[config.mk]
export PLATFORM = sky130hd
export DESIGN_NAME = move_scheduler
export DESIGN_NICKNAME = d
export VERILOG_FILES = /design/src/rtl/snake_pkg.sv /design/src/rtl/button_debouncer.sv /design/src/rtl/move_scheduler.sv
export SDC_FILE = /design/constraint.sdc
export NUM_CORES = 1
export LEC_CHECK = 0
export CORE_AREA = 2 2 97 99
export CTS_CLUSTER_SIZE = 40
export DETAILED_ROUTE_END_ITERATION = 7
export DIE_AREA = 0 0 99 101
export PLACE_DENSITY = 0.74
export SLEW_MARGIN = 20
export SYNTH_ARGS = -nofsm -noshare
export SYNTH_HDL_FRONTEND = slang
export SYNTH_SLANG_ARGS = --single-unit
[constraint.sdc]
create_clock -name clk -period 3.1 [get_ports clk]
set_input_delay 0.62 -clock clk [delete_from_list [all_inputs] [get_ports clk]]
set_output_delay 0.62 -clock clk [all_outputs]
set_load 0.02 [all_outputs]
[src/rtl/snake_pkg.sv]
// Shared snake types: direction encoding, reversal helper and the reset heading.
package snake_pkg;

    typedef enum logic [1:0] {
        DIR_UP    = 2'd0,
        DIR_RIGHT = 2'd1,
        DIR_DOWN  = 2'd2,
        DIR_LEFT  = 2'd3
    } dir_t;

    localparam dir_t DIR_RESET = DIR_RIGHT;

    // Opposite heading: the encoding places opposites two apart.
    function automatic dir_t reverse_dir(input dir_t d);
        return dir_t'(d ^ 2'b10);
    endfunction

endpackage

[src/rtl/button_debouncer.sv]
// Button debouncer: 2-flop synchronizer followed by a stability counter.
// A new level is taken once DEBOUNCE_CYCLES consecutive synchronized samples
// disagree with the current level. A rising level produces a one-cycle press.
module button_debouncer #(
    parameter int DEBOUNCE_CYCLES = 500000
) (
    input  logic clk,
    input  logic rst,
    input  logic btn_in,
    output logic level,
    output logic press
);

    localparam int CNT_W = (DEBOUNCE_CYCLES > 1) ? $clog2(DEBOUNCE_CYCLES) : 1;
    localparam logic [CNT_W-1:0] CNT_LAST = CNT_W'(DEBOUNCE_CYCLES - 1);

    logic             sync1_q, sync2_q;
    logic [CNT_W-1:0] cnt_q;
    logic             level_q;
    logic             press_q;

    // Synchronize, count stable differing samples, commit the level and flag rising edges.
    always_ff @(posedge clk) begin
        if (rst) begin
            sync1_q <= 1'b0;
            sync2_q <= 1'b0;
            cnt_q   <= '0;
            level_q <= 1'b0;
            press_q <= 1'b0;
        end else begin
            sync1_q <= btn_in;
            sync2_q <= sync1_q;
            press_q <= 1'b0;
            if (sync2_q != level_q) begin
                if (cnt_q == CNT_LAST) begin
                    level_q <= sync2_q;
                    press_q <= sync2_q;
                    cnt_q   <= '0;
                end else begin
                    cnt_q <= cnt_q + 1'b1;
                end
            end else begin
                cnt_q <= '0;
            end
        end
    end

    assign level = level_q;
    assign press = press_q;

endmodule

[src/rtl/move_scheduler.sv]
// Direction command scheduler: debounces the four buttons, picks one press per
// cycle (up > right > down > left), drops duplicates and reversals against the
// most recent queued heading, buffers legal commands and applies one per tick.
module move_scheduler
    import snake_pkg::*;
#(
    parameter int DEPTH           = 4,
    parameter int DEBOUNCE_CYCLES = 500000
) (
    input  logic                       clk,
    input  logic                       rst,
    input  logic                       enable,
    input  logic                       up_button,
    input  logic                       right_button,
    input  logic                       down_button,
    input  logic                       left_button,
    input  logic                       tick,
    output logic [1:0]                 direction,
    output logic                       dir_changed,
    output logic [$clog2(DEPTH):0]     queue_count,
    output logic                       overflow
);

    localparam int PW = $clog2(DEPTH);
    localparam int CW = PW + 1;
    localparam logic [CW-1:0] FULL_CNT = CW'(DEPTH);

    logic [3:0] btn_raw;
    logic [3:0] btn_press;
    logic [3:0] btn_level_unused;

    // Index 0 is the highest arbitration priority.
    assign btn_raw = {left_button, down_button, right_button, up_button};

    for (genvar b = 0; b < 4; b++) begin : g_deb
        button_debouncer #(
            .DEBOUNCE_CYCLES(DEBOUNCE_CYCLES)
        ) u_deb (
            .clk   (clk),
            .rst   (rst),
            .btn_in(btn_raw[b]),
            .level (btn_level_unused[b]),
            .press (btn_press[b])
        );
    end

    dir_t          fifo_q [DEPTH];
    logic [PW-1:0] wr_ptr_q, rd_ptr_q;
    logic [CW-1:0] count_q;
    dir_t          dir_q;
    logic          dir_changed_q;
    logic          overflow_q;

    dir_t          cand;
    logic          cand_vld;
    dir_t          ref_dir;
    logic [PW-1:0] tail_idx;
    logic          legal;
    logic          full;
    logic          pop;
    logic          push;
    logic          drop;
    dir_t          dir_d;

    // Arbitrate presses, filter against the pre-pop tail, decide push/pop/drop.
    always_comb begin
        cand_vld = |btn_press;
        cand     = DIR_LEFT;
        if (btn_press[0])      cand = DIR_UP;
        else if (btn_press[1]) cand = DIR_RIGHT;
        else if (btn_press[2]) cand = DIR_DOWN;

        tail_idx = wr_ptr_q - 1'b1;
        ref_dir  = (count_q != '0) ? fifo_q[tail_idx] : dir_q;
        legal    = enable && cand_vld && (cand != ref_dir) && (cand != reverse_dir(ref_dir));

        full = (count_q == FULL_CNT);
        pop  = enable && tick && (count_q != '0);
        push = legal && (!full || pop);
        drop = legal && full && !pop;

        dir_d = dir_q;
        if (!enable)  dir_d = DIR_RESET;
        else if (pop) dir_d = fifo_q[rd_ptr_q];
    end

    // Queue storage needs no reset: occupancy is tracked by count_q alone.
    always_ff @(posedge clk) begin
        if (!rst && push) fifo_q[wr_ptr_q] <= cand;
    end

    // Pointers, occupancy, current heading and status flags.
    always_ff @(posedge clk) begin
        if (rst) begin
            wr_ptr_q      <= '0;
            rd_ptr_q      <= '0;
            count_q       <= '0;
            dir_q         <= DIR_RESET;
            dir_changed_q <= 1'b0;
            overflow_q    <= 1'b0;
        end else begin
            dir_q         <= dir_d;
            dir_changed_q <= (dir_d != dir_q);
            if (!enable) begin
                wr_ptr_q   <= '0;
                rd_ptr_q   <= '0;
                count_q    <= '0;
                overflow_q <= 1'b0;
            end else begin
                if (push) wr_ptr_q <= wr_ptr_q + 1'b1;
                if (pop)  rd_ptr_q <= rd_ptr_q + 1'b1;
                if (push && !pop)      count_q <= count_q + 1'b1;
                else if (pop && !push) count_q <= count_q - 1'b1;
                if (drop) overflow_q <= 1'b1;
            end
        end
    end

    assign direction   = dir_q;
    assign dir_changed = dir_changed_q;
    assign queue_count = count_q;
    assign overflow    = overflow_q;

endmodule

## Word-level counts from Yosys, hierarchy flattened

Memories as Yosys holds them, arrays and structs flattened. A register that Yosys moved wholly into a read port is not among the register bits.
Index checks and enable logic that the tools add are counted.
W data, S select, Z words.

- Input port bits: 8
- Register bits: 103
- Memories: 1
- Latch bits: 0
- Output and inout port bits: 7
- Word-level logic and storage cells: 102
- ROM bits: 0
- Memory bits (writable): 8

- $add $sub $neg: 9
- Bitwise operators: 10
- Divide/modulo/power cells: 0
- Mux-type cells: 12
- Order comparisons: 0
- Eq/ne operators: 12
- Reduce and logical (&&, ||, !) cells: 32
- Shift operators: 0
- Multipliers: 0

Memory list:

| memory | depth | width | rd ports | clocked after memory_dff | write ports | RTL line | source |
|---|---|---|---|---|---|---|---|
| fifo_q | 4 | 2 | 2 | 1 | 1 | move_scheduler.sv:47 | `dir_t fifo_q [DEPTH];` |

Operators by type and width:

| operator | number |
|---|---|
| $add A19 B1 Y19 const B | 4 |
| $eq A19 B19 Y1 const B | 4 |
| $reduce_or A3 Y1 | 8 |
| $mux W2 | 7 |
| $logic_and A1 B1 Y1 | 11 |
| $not A1 Y1 | 10 |
| $reduce_and A2 Y1 | 4 |
| $mux W3 | 2 |
| $ne A2 B2 Y1 | 3 |
| $add A2 B1 Y2 const B | 2 |
| $logic_not A1 Y1 | 4 |
| $ne A1 B1 Y1 | 4 |
| $reduce_or A4 Y1 | 1 |
| $add A3 B1 Y3 const B | 1 |
| $eq A3 B3 Y1 const B | 1 |
| $mux W1 | 3 |
| $reduce_bool A3 Y1 | 1 |
| $sub A3 B1 Y3 const B | 1 |
| $reduce_bool A2 Y1 | 1 |
| $reduce_or A2 Y1 | 1 |
| $sub A2 B1 Y2 const B | 1 |
| $logic_or A1 B1 Y1 | 1 |

## Longest topological paths before layout

Gate-level depths: netlist of the first run.

- Word-level depth: 11
- Depth in mapped cells: 13
- Mapped depth without buffers: 13

## Modules after synthesis

A second synthesis of the first run with hierarchy kept.

- Cell total of the unflattened synthesis: 550
- Area total of the unflattened synthesis: 5166.2 um^2

By module, submodules not included:

| module | area an instance (um^2) | cells an instance | instances |
|---|---|---|---|
| button_debouncer | 1034.7 | 115 | 4 |
| move_scheduler | 1027.2 | 90 | 1 |

## Worst setup path after synthesis of the first run

OpenSTA, ideal clock, no wires.

- Path kind: flip-flop to flip-flop
- From: register wr_ptr_q[0]
- To: register count_q[2], in the netlist queue_count[2]
- Required time: 3.029 ns
- Arrival time: 2.843 ns
- Slack: 0.186 ns
- Path buffers: 0
- Stages on the path, launching flop included: 14
- Library setup time: 0.071 ns
- Cells stage by stage: dfxtp_1 -> inv_1 -> ha_1 -> mux4_2 -> mux2i_1 -> xnor2_1 -> nand2_1 -> inv_1 -> ha_1 -> inv_1 -> fa_1 -> xor2_1 -> or3_1 -> a21oi_1

- Word-level cells in the longest chain between the ends: 10
- Elaborated cells on any way between the ends: 14
- Those cells by class: add/sub (1); eq/ne (2); mux (2); bitwise (1); reduce/logical (7); memory (1)

Ends and longest elaborated chain:

| what | RTL line | source |
|---|---|---|
| from (decl) | move_scheduler.sv:48 | `logic [PW-1:0] wr_ptr_q, rd_ptr_q;` |
| from (signal assigned) | move_scheduler.sv:110 | `if (push) wr_ptr_q <= wr_ptr_q + 1'b1;` |
| $sub A2 B1 Y2 * | move_scheduler.sv:73 | `tail_idx = wr_ptr_q - 1'b1;` |
| net tail_idx[0] | move_scheduler.sv:57 | `logic [PW-1:0] tail_idx;` |
| $mem_v2 Z4 W2 * | n/a |  |
| $mux W2 * | move_scheduler.sv:74 | `ref_dir = (count_q != '0) ? fifo_q[tail_idx] : dir_q;` |
| $ne A2 B2 Y1 / $not A1 Y1 (equally long branches) | n/a |  |
| $logic_and A1 B1 Y1 / $ne A2 B2 Y1 (equally long branches) | move_scheduler.sv:75 | `legal = enable && cand_vld && (cand != ref_dir) && (cand != reverse_dir(ref_dir));` |
| $logic_and A1 B1 Y1 * | move_scheduler.sv:75 |  |
| $logic_and A1 B1 Y1 * | move_scheduler.sv:79 | `push = legal && (!full \|\| pop);` |
| $logic_not A1 Y1 | move_scheduler.sv:113 | `else if (pop && !push) count_q <= count_q - 1'b1;` |
| $logic_and A1 B1 Y1 | move_scheduler.sv:113 |  |
| $reduce_bool A2 Y1 (no source line) | n/a |  |
| to (signal assigned) | move_scheduler.sv:112 | `if (push && !pop) count_q <= count_q + 1'b1;` |
| to (signal assigned) | move_scheduler.sv:113 |  |
| to (decl) | move_scheduler.sv:49 | `logic [CW-1:0] count_q;` |

Mark *: on every way through the listed nets, which the timed path passes. The rest lies on a longest branch.
A chain may end at the register's enable or synchronous reset.

## Worst setup path in the final report of the first run

- From: register wr_ptr_q[1]
- To: register count_q[2], in the netlist queue_count[2]

- Word-level cells in the longest chain between the ends: 10
- Elaborated cells on any way between the ends: 14
- Those cells by class: add/sub (1); eq/ne (2); mux (2); bitwise (1); reduce/logical (7); memory (1)

Ends and longest elaborated chain:

| what | RTL line |
|---|---|
| $sub A2 B1 Y2 * | move_scheduler.sv:73 |
| $mem_v2 Z4 W2 * | n/a |
| $mux W2 * | move_scheduler.sv:74 |
| $ne A2 B2 Y1 / $not A1 Y1 (equally long branches) | n/a |
| $logic_and A1 B1 Y1 / $ne A2 B2 Y1 (equally long branches) | move_scheduler.sv:75 |
| $logic_and A1 B1 Y1 * | move_scheduler.sv:75 |
| $logic_and A1 B1 Y1 * | move_scheduler.sv:79 |
| $logic_not A1 Y1 | move_scheduler.sv:113 |
| $logic_and A1 B1 Y1 | move_scheduler.sv:113 |
| $reduce_bool A2 Y1 (no source line) | n/a |

Every way passes the cells marked *; elsewhere a longest branch is shown, timed or not.

==> results of run 1 <==
-- per-layer routing --
metal  vias to the layer above  wire, um  GRT usage
met1                      1673      3960      0.217
met4                         0       144     0.0896
met2                        47      4380      0.321
met5                         -         0          0
met3                        14       257     0.0562
li1                       1790         -          -
-- registers in the layout, indices dropped and copies added (netlist names), named ones only --
register / cells
g_deb.u_deb.cnt_q: 76
fifo_q: 8
g_deb.u_deb.level: 4
g_deb.u_deb.press: 4
g_deb.u_deb.sync1_q: 4
g_deb.u_deb.sync2_q: 4
queue_count: 3
direction: 2
rd_ptr_q: 2
wr_ptr_q: 2
dir_changed: 1
overflow: 1
-- power groups by stage --
| stage | registers (W) | logic (W) | clock network (W) |
|---|---|---|---|
| finish | 0.00148 | 0.0000382 | 0.00194 |
| global route | 0.00148 | 0.0000426 | 0.00204 |
| CTS | 0.00148 | 0.0000387 | 0.00197 |
| detailed placement | 0.00151 | 0.0000383 | 0 |
| global placement | 0.00151 | 0.0000375 | 0 |
| floorplan | 0.00151 | 0.0000218 | 0 |
-- area by class of cell --
| type | count | area, um2 |
|---|---|---|
| fill | 679 | 3280 |
| multi-input combinational | 375 | 2360 |
| sequential | 113 | 2340 |
| clock buffer | 22 | 474 |
| timing repair buffer | 21 | 193 |
| tap | 111 | 139 |
| clock inverter | 9 | 129 |
| inverter | 16 | 60.1 |
-- timing repair --
item / in CTS / in global routing
hold buffers: 0 / 0
setup endpoints to repair: 0 / 1
resized for setup: 0 / 4
-- worst max-delay path, stage by stage (launching register included) --
cell	delay [ns]
dfxtp_2	0.35
inv_1	0.07
ha_1	0.30
mux4_2	0.32
mux2i_4	0.20
xnor2_2	0.17
nand2_1	0.12
inv_1	0.08
ha_1	0.18
inv_1	0.06
fa_1	0.38
xor2_1	0.16
or3_1	0.31
a21oi_1	0.14
-- cell usage in the layout, fill, tap and decap left out, types with 7 or more instances in the layout --
cell type,n
inv_1,16
buf_4,7
and3_1,8
nand3_1,33
nor2b_1,12
dfxtp_1,104
nand4_1,20
nor2_1,112
ha_1,9
edfxtp_1,8
xnor2_1,29
nor4_1,7
clkbuf_16,17
nand2_1,29
clkdlybuf4s50_1,14
xor2_1,48
nor3_1,7
-- cells by family after synthesis --
| group | Yosys count | synth area share |
|---|---|---|
| AO/OA/AOI/OAI | 13 | 0.0162 |
| AND/OR/NAND/NOR | 264 | 0.272 |
| XOR/XNOR | 78 | 0.143 |
| flip-flops | 113 | 0.489 |
| adder cells (fa/ha/maj) | 10 | 0.0277 |
| multiplexers | 10 | 0.0290 |
| buffers and inverters | 26 | 0.0238 |
-- worst min-delay path by stage --
stage / from / endpoint / cells after the start
final: g_deb[2].u_deb.sync1_q$_SDFF_PP0_ / g_deb[2].u_deb.sync2_q$_SDFF_PP0_ / 1
after global routing: g_deb[2].u_deb.sync1_q$_SDFF_PP0_ / g_deb[2].u_deb.sync2_q$_SDFF_PP0_ / 1
after CTS: g_deb[2].u_deb.sync1_q$_SDFF_PP0_ / g_deb[2].u_deb.sync2_q$_SDFF_PP0_ / 1
after detailed placement: g_deb[2].u_deb.sync1_q$_SDFF_PP0_ / g_deb[2].u_deb.sync2_q$_SDFF_PP0_ / 1
after global placement: g_deb[2].u_deb.sync1_q$_SDFF_PP0_ / g_deb[2].u_deb.sync2_q$_SDFF_PP0_ / 1
after floorplan: g_deb[0].u_deb.sync1_q$_SDFF_PP0_ / g_deb[0].u_deb.sync2_q$_SDFF_PP0_ / 1
-- cell usage after synthesis, types with 5 or more instances --
master	count
dfxtp_1	105
and3_1	8
nor2b_1	12
a21oi_1	6
nor2_1	112
nor3_1	7
nand4_1	20
nand2_1	29
clkbuf_1	5
nor4b_1	6
ha_1	9
inv_1	16
xor2_1	48
xnor2_1	30
nand2b_1	6
edfxtp_1	8
nor4_1	7
nand3_1	33
and2_1	5
mux2i_1	6
-- through the flow --
step / util / setup TNS (ns) / hold WS [ns]
floorplan: - / 0 / 0.414
global placement: 0.565 / 0 / 0.424
detailed placement: 0.565 / 0 / 0.434
CTS: 0.632 / 0 / 0.446
global route: 0.634 / -0.00299 / 0.458
finish: 0.634 / 0 / 0.439
==> flow_summary.toml, run 1 <==
[worst_setup_path]
endpoint = "queue_count[2]$_SDFFE_PP0P_"
worst_setup_path_start_kind = "flop"
r2r-end = "queue_count[2]$_SDFFE_PP0P_"
crit_type = "flop to flop"
worstReg2RegStart = "wr_ptr_q[1]$_SDFFE_PP0N_"
startpoint = "wr_ptr_q[1]$_SDFFE_PP0N_"
crit_arrival_ns = 3.36
cp.required_ns = 3.54
cp-end-kind = "flop"
r2r_cells = 13
r2r_slack_ns = 0.17
crit_fanout = 4

[yosys]
ys_seq_area_frac = 0.489
netlist.area_leader.share = 0.439
yosysTopAreaCell = "dfxtp_1"
ys_types = 40
synth_nets = 532
synth_area_um2 = 4790
synth_area_leaders = "dfxtp_1 44%, nor2_1 8.8%, xor2_1 8.8%"
yosys_register_bits = 113
avgSynthCellArea_um2 = 9.33
async_reset_ff_frac = 0
ys_dominant_reg_cell = "dfxtp_1"
synthCells = 514
ys_warn_count = 0
synth-edff-count = 8

[timing]
period_share = 0.944
setup_viol = 0
final.min_clock_period_ns = 2.93
fin_skew_ns = 0.0108
max_freq_ghz = 0.342
worst_pin_slew_ns = 0.727
timing.slew.headroom = 0.511
final.setup.worst_slack_ns = 0.174
timing.final.max_slew_violations = 0
hold_viol = 0

[status]
run_status = "finished, final reports clean"

[layout]
drive_gt1_frac = 0.0899
syn_to_final_growth_pct = 18.8
fin_nets = 562
stdcell_area_um2 = 5700
n_antenna_cell = 0
layoutNonFillerInstCount = 667

[clocking]
cts.clk_slew.worst_paths_ns = 0.05
cts_setup_buffers = 0
cts_max_path_buffers = 2
htreeDepth = 4
cts_tree = "done"
cts_sinks = 113
cts-root-buf = "clkbuf_8"
clk_latency_ns = 0.51
cts_made_buffers = 17

[power]
totalPowerFinal_w = 0.00346
peakVddDrop_mv = 0.354
power.share.combinational = 0.011
p_sw_frac = 0.190
power.switching_w = 0.000658
internal_power_w = 0.00280
p_clk_frac = 0.561
powerDensity_nw_per_um2 = 607
p_seq_frac = 0.428
leakagePower_nw = 1.89

[detailed_routing]
ant_nets = 0
drt-initial-drc-count = 142
route.detailed.drc = 0
routed_wl_um = 8750
routedWlPerCell_um = 13.1
post_drt_via_cell_ratio = 5.28
vias = 3524
drtPass1Iterations = 4

[placement]
dp.cells = 636
gp_congestion = 0.792
place_ws_ns = 0.0794
dpl-instance-area_um2 = 5070
port_buffers = 14
place_hpwl_um = 5720

[floorplanning]
fp.dieArea_um2 = 10000
die_w_um = 99
initial_utilization = 0.534
die_h_um = 101
rows = 35
core_um2 = 8980
pin_count = 15

[global_route]
grt_pass1_vias = 3554
grt_pass1_wl_um = 15000
grt_overflow = 0
grt_usage = 0.188
antenna_found_initial = 0
grt_max_degree = 19

[job]
max-cap-violations = 0

[min_path]
min_path_type = "flop to flop"
Power figures use the tool's default switching activity.
==> run 2: changes to the inputs <==
--- a/config.mk
+++ b/config.mk
@@ -9,7 +9,7 @@
 export CTS_CLUSTER_SIZE = 40
 export DETAILED_ROUTE_END_ITERATION = 7
 export DIE_AREA = 0 0 99 101
-export PLACE_DENSITY = 0.74
+export PLACE_DENSITY = 0.71
 export SLEW_MARGIN = 20
 export SYNTH_ARGS = -nofsm -noshare
 export SYNTH_HDL_FRONTEND = slang
==> constraint.sdc (replaced) <==
create_clock -name clk -period 3.6 [get_ports clk]
set_input_delay 0.72 -clock clk [delete_from_list [all_inputs] [get_ports clk]]
set_output_delay 0.72 -clock clk [all_outputs]
set_load 0.02 [all_outputs]
==> run 2 against run 1 <==
Hold slack worse by 0.0054 ns. Routed wire length is 3.0% lower. Clock power down 18%. Design area down 1.4%. Utilization decreased by 0.92 points. Non-clock buffer count shrank 5. Die area unchanged. Sequential share of layout area rose by 0.58 points. Register-to-register slack improved by 0.15 ns. First-iteration DRC count decreased by 4.9%. Via count decreased by 2.5%. Count of clock-buffer cells in the layout down 2.
==> flow_summary.toml, run 2 (same netlist as run 1, synthesis figures left out) <==
[worst_setup_path]
critPathMaxStageDelay_ns = 0.42
cp.required_ns = 4.03
critPathSlowestCell = "dfxtp_1"
r2r_cells = 13
cpLargestDelayFamily = "adder cells"
r2r-end = "queue_count[2]$_SDFFE_PP0P_"
crit_buf_inv = 3
crit_type = "flop to flop"
crit_path_frequent_cell = "inv_1"
crit_cells = 13
r2r_slack_ns = 0.32
path_cells = "inv_1 > ha_1 > mux4_2 > mux2i_1 > xnor2_1 > nand2_1 > inv_1 > ha_1 > inv_1 > fa_1 > xor2_1 > or3_1 > a21oi_1"
crit_arrival_ns = 3.70
crit_fanout = 5
worstReg2RegStart = "wr_ptr_q[0]$_SDFFE_PP0N_"
worst_setup_path_start_kind = "flop"
cp-end-kind = "flop"

[clocking]
cts_tree = "done"
cts_max_path_buffers = 2
cts_setup_buffers = 0
cts_sinks = 113
cts-resized-gates = 0
cts_hold_buf = 0
htreeDepth = 4
clk_latency_ns = 0.50
cts_made_buffers = 17
cts-root-buf = "clkbuf_8"
cts.clk_slew.worst_paths_ns = 0.06

[floorplanning]
fp.dieArea_um2 = 10000
initial_utilization = 0.534
die_h_um = 101
pin_count = 15
core_um2 = 8980
rows = 35
die_w_um = 99

[layout]
drive_gt1_frac = 0.0797
largestRegisters = "g_deb.u_deb.cnt_q x76, fifo_q x8"
final_common_cell = "nor2_1"
n_antenna_cell = 0
num-fill-cells = 707
fin_nets = 557
final_core_util = 0.625
syn_to_final_growth_pct = 17.1
regMostFlops = "g_deb.u_deb.cnt_q"
largest_reg_flops = 76
mostFrequentLayoutCells = "112 x nor2_1, 105 x dfxtp_1, 48 x xor2_1"

[detailed_routing]
route.detailed.drc = 0
vias = 3437
drt-initial-drc-count = 135
routedWlPerCell_um = 12.8
routed_wl_um = 8490
ant_nets = 0
drtPass1Iterations = 4
post_drt_via_cell_ratio = 5.18

[min_path]
min_path_type = "flop to flop"
holdPathEnd = "g_deb[2].u_deb.sync2_q$_SDFF_PP0_"
hold_depth = 1
hold_path.startpoint = "g_deb[2].u_deb.sync1_q$_SDFF_PP0_"

[placement]
place_ws_ns = 0.209
gp_congestion = 0.786
port_buffers = 14
place_hpwl_um = 5630

[global_route]
antenna_found_initial = 0
grt_pass1_vias = 3367
grt_pass1_wl_um = 14600
grt_overflow = 0
grt_usage = 0.181
grt_max_degree = 19

[power]
powerDensity_nw_per_um2 = 517
peakVddDrop_mv = 0.468
leakagePower_nw = 1.86

[timing]
timing.final.max_slew_violations = 0
final.min_clock_period_ns = 3.28
worst_pin_slew_ns = 0.741
period_share = 0.910
fin_hold_ws_ns = 0.433
hold_viol = 0
max_freq_ghz = 0.305
setup_viol = 0
rsz0062_at_grt = "false"
setup_tns_ns = 0
final.setup.worst_slack_ns = 0.324
timing.slew.headroom = 0.501
fin_skew_ns = 0.0110

[status]
run_status = "finished, final reports clean"

[job]
max-cap-violations = 0
## run 2: through the flow
stage | area (um2) | power, W | instances
3_5_place_dp | 5030 | 0.00133 | 631
5_1_grt | 5610 | 0.00299 | 663
3_3_place_gp | 5030 | 0.00133 | 631
2_1_floorplan | 4790 | 0.00132 | 514
6_report | 5610 | 0.00290 | 663
4_1_cts | 5610 | 0.00293 | 663
## run 2: power by group
group          total [W]  internal (W)  leakage (nW)  switching [W]
clock            0.00160       0.00102         0.289       0.000575
sequential       0.00127       0.00127         0.892     0.00000322
combinational  0.0000310     0.0000136         0.674      0.0000175
## run 2: layout make-up
| cell class | instances | area, um2 | area share |
|---|---|---|---|
| clock inverter | 12 | 134 | 0.0239 |
| timing repair buffer | 16 | 155 | 0.0276 |
| clock buffer | 20 | 445 | 0.0794 |
| inverter | 16 | 60.1 | 0.0107 |
| multi-input combinational | 375 | 2340 | 0.416 |
| sequential | 113 | 2340 | 0.417 |
| tap | 111 | 139 | 0.0247 |
## run 2: worst max path at each step
stage                                  endpoint  slack (ns)                     start
finish              queue_count[2]$_SDFFE_PP0P_        0.32  wr_ptr_q[0]$_SDFFE_PP0N_
CTS                 queue_count[2]$_SDFFE_PP0P_        0.34  wr_ptr_q[0]$_SDFFE_PP0N_
global placement    queue_count[2]$_SDFFE_PP0P_        0.29                    enable
global route        queue_count[2]$_SDFFE_PP0P_        0.14  wr_ptr_q[0]$_SDFFE_PP0N_
floorplan           queue_count[2]$_SDFFE_PP0P_        0.69  wr_ptr_q[0]$_SDFFE_PP0N_
detailed placement  queue_count[2]$_SDFFE_PP0P_        0.21                    enable
## run 2: per-layer routing
layer,track usage,up-vias,part of all wire
met4,0.0822,0,0.013
met2,0.299,44,0.50
met1,0.221,1601,0.46
met3,0.0492,10,0.025
met5,0,-,0
li1,-,1782,-
==> run 3: changes to the inputs <==
==> constraint.sdc (replaced) <==
create_clock -name clk -period 3.6 [get_ports clk]
set_input_delay 1.08 -clock clk [delete_from_list [all_inputs] [get_ports clk]]
set_output_delay 1.08 -clock clk [all_outputs]
set_load 0.02 [all_outputs]
==> run 3 against run 2 <==
Maximum frequency grew 4.2%. Sequential share of layout area shrank 0.41 points. Routed wire length shrank 1.6%. Critical path type unchanged. Utilization grew 0.63 points. Clock power grew 7%. Die area is the same. Critical endpoint unchanged. Power grew 3.9%.
==> flow_summary.toml, run 3 (same netlist as run 1, synthesis figures left out) <==
[power]
power.switching_w = 0.000628
powerDensity_nw_per_um2 = 532
p_seq_frac = 0.422
internal_power_w = 0.00239
leakagePower_nw = 1.88
p_sw_frac = 0.208
power.share.combinational = 0.011
peakVddDrop_mv = 0.475
p_clk_frac = 0.567

[floorplanning]
die_w_um = 99
die_h_um = 101
pin_count = 15
core_um2 = 8980
initial_utilization = 0.534
rows = 35
fp.dieArea_um2 = 10000

[job]
max-cap-violations = 0

[layout]
seq_area_um2 = 2340
syn_to_final_growth_pct = 18.3
largestRegisters = "g_deb.u_deb.cnt_q x76, fifo_q x8"
fin_nets = 560
final_common_cell = "nor2_1"
drive_gt1_frac = 0.0865
regMostFlops = "g_deb.u_deb.cnt_q"
mostFrequentLayoutCells = "112 x nor2_1, 105 x dfxtp_1, 48 x xor2_1"
largest_reg_flops = 76
n_antenna_cell = 0
multi_input_area_um2 = 2340
final_core_util = 0.631
num-fill-cells = 739

[clocking]
cts_tree = "done"
clk_latency_ns = 0.50
cts.clk_slew.worst_paths_ns = 0.06
cts-resized-gates = 0
htreeDepth = 4
cts_sinks = 113
cts_hold_buf = 0
cts_max_path_buffers = 2
cts-root-buf = "clkbuf_8"
cts_made_buffers = 17
cts_setup_buffers = 0

[placement]
port_buffers = 14
place_hpwl_um = 5690
gp_congestion = 0.819

[global_route]
grt_max_degree = 19
grt_pass1_wl_um = 14800
antenna_found_initial = 0
grt_usage = 0.181
grt_overflow = 0
grt_pass1_vias = 3383

[worst_setup_path]
cp.required_ns = 4.02
crit_arrival_ns = 3.57
cp-end-kind = "flop"
crit_type = "flop to flop"
crit_fanout = 5
worst_setup_path_start_kind = "flop"

[timing]
max_freq_ghz = 0.318
fin_skew_ns = 0.00971
rsz0062_at_grt = "false"
setup_tns_ns = 0
final.min_clock_period_ns = 3.14
timing.slew.headroom = 0.482
timing.final.max_slew_violations = 0
worst_pin_slew_ns = 0.769
period_share = 0.873
hold_viol = 0
setup_viol = 0

[status]
run_status = "finished, final reports clean"

[detailed_routing]
routed_wl_um = 8350
drt-initial-drc-count = 116
vias = 3450
drtPass1Iterations = 4
route.detailed.drc = 0
routedWlPerCell_um = 12.5
ant_nets = 0
post_drt_via_cell_ratio = 5.18

[min_path]
min_path_type = "flop to flop"
run 3: cell count changes in the layout (fill, tap and decap cells not counted), moves of 2 or more:
cell and change:
clkbuf_8 -2, clkinv_4 -4, inv_6 +4, clkinvlp_4 +2, buf_4 +3
run 3: power by group through the flow:
stage | Sequential (W) | Clock [W] | Combinational [W]
6_report | 0.00127 | 0.00171 | 0.0000324
5_1_grt | 0.00127 | 0.00180 | 0.0000363
4_1_cts | 0.00127 | 0.00175 | 0.0000328
3_5_place_dp | 0.00130 | 0 | 0.0000327
3_3_place_gp | 0.00130 | 0 | 0.0000320
2_1_floorplan | 0.00130 | 0 | 0.0000188
run 3: metal layers:
layer,wire length (um),track usage,vias up
met5,0,0,-
met2,4200,0.302,37
met3,214,0.0506,4
met1,3890,0.225,1628
li1,-,-,1781
met4,42,0.0674,0
run 3: path summary, 6_finish.rpt:
kind	from	endpoint	slack, ns	cells past startpoint
worst min-delay path	g_deb[2].u_deb.sync1_q$_SDFF_PP0_	g_deb[2].u_deb.sync2_q$_SDFF_PP0_	0.44	1
worst min register to register	g_deb[2].u_deb.sync1_q$_SDFF_PP0_	g_deb[2].u_deb.sync2_q$_SDFF_PP0_	0.44	1
worst max-delay path	wr_ptr_q[0]$_SDFFE_PP0N_	queue_count[2]$_SDFFE_PP0P_	0.46	13
worst max register to register	wr_ptr_q[0]$_SDFFE_PP0N_	queue_count[2]$_SDFFE_PP0P_	0.46	13
run 3: final cells by class:
class	instances	share of cell area
Sequential cell	113	0.413
Clock buffer	18	0.0775
Tap cell	111	0.0245
Inverter	16	0.0106
Clock inverter	14	0.0307
Multi-Input combinational cell	375	0.412
Timing Repair Buffer	19	0.0313
run 3: metrics by stage:
step / setup slack (ns) / hold slack [ns] / std cells / total power, W / cell area, um2
floorplan: 0.667 / 0.414 / 514 / 0.00132 / 4790
global placement: 0.159 / 0.423 / 634 / 0.00133 / 5060
detailed placement: 0.0494 / 0.433 / 634 / 0.00133 / 5060
CTS: 0.437 / 0.447 / 666 / 0.00305 / 5670
global route: 0.220 / 0.473 / 666 / 0.00311 / 5670
finish: 0.456 / 0.444 / 666 / 0.00302 / 5670
run 3: worst max-delay path: stages, from the launching register on:
cell     delay, ns
dfxtp_1       0.41
inv_1         0.11
ha_1          0.34
mux4_2        0.29
mux2i_1       0.23
xnor2_1       0.23
nand2_1       0.12
inv_1         0.07
ha_1          0.18
inv_1         0.07
fa_1          0.38
xor2_1        0.16
or3_1         0.31
a21oi_1       0.16
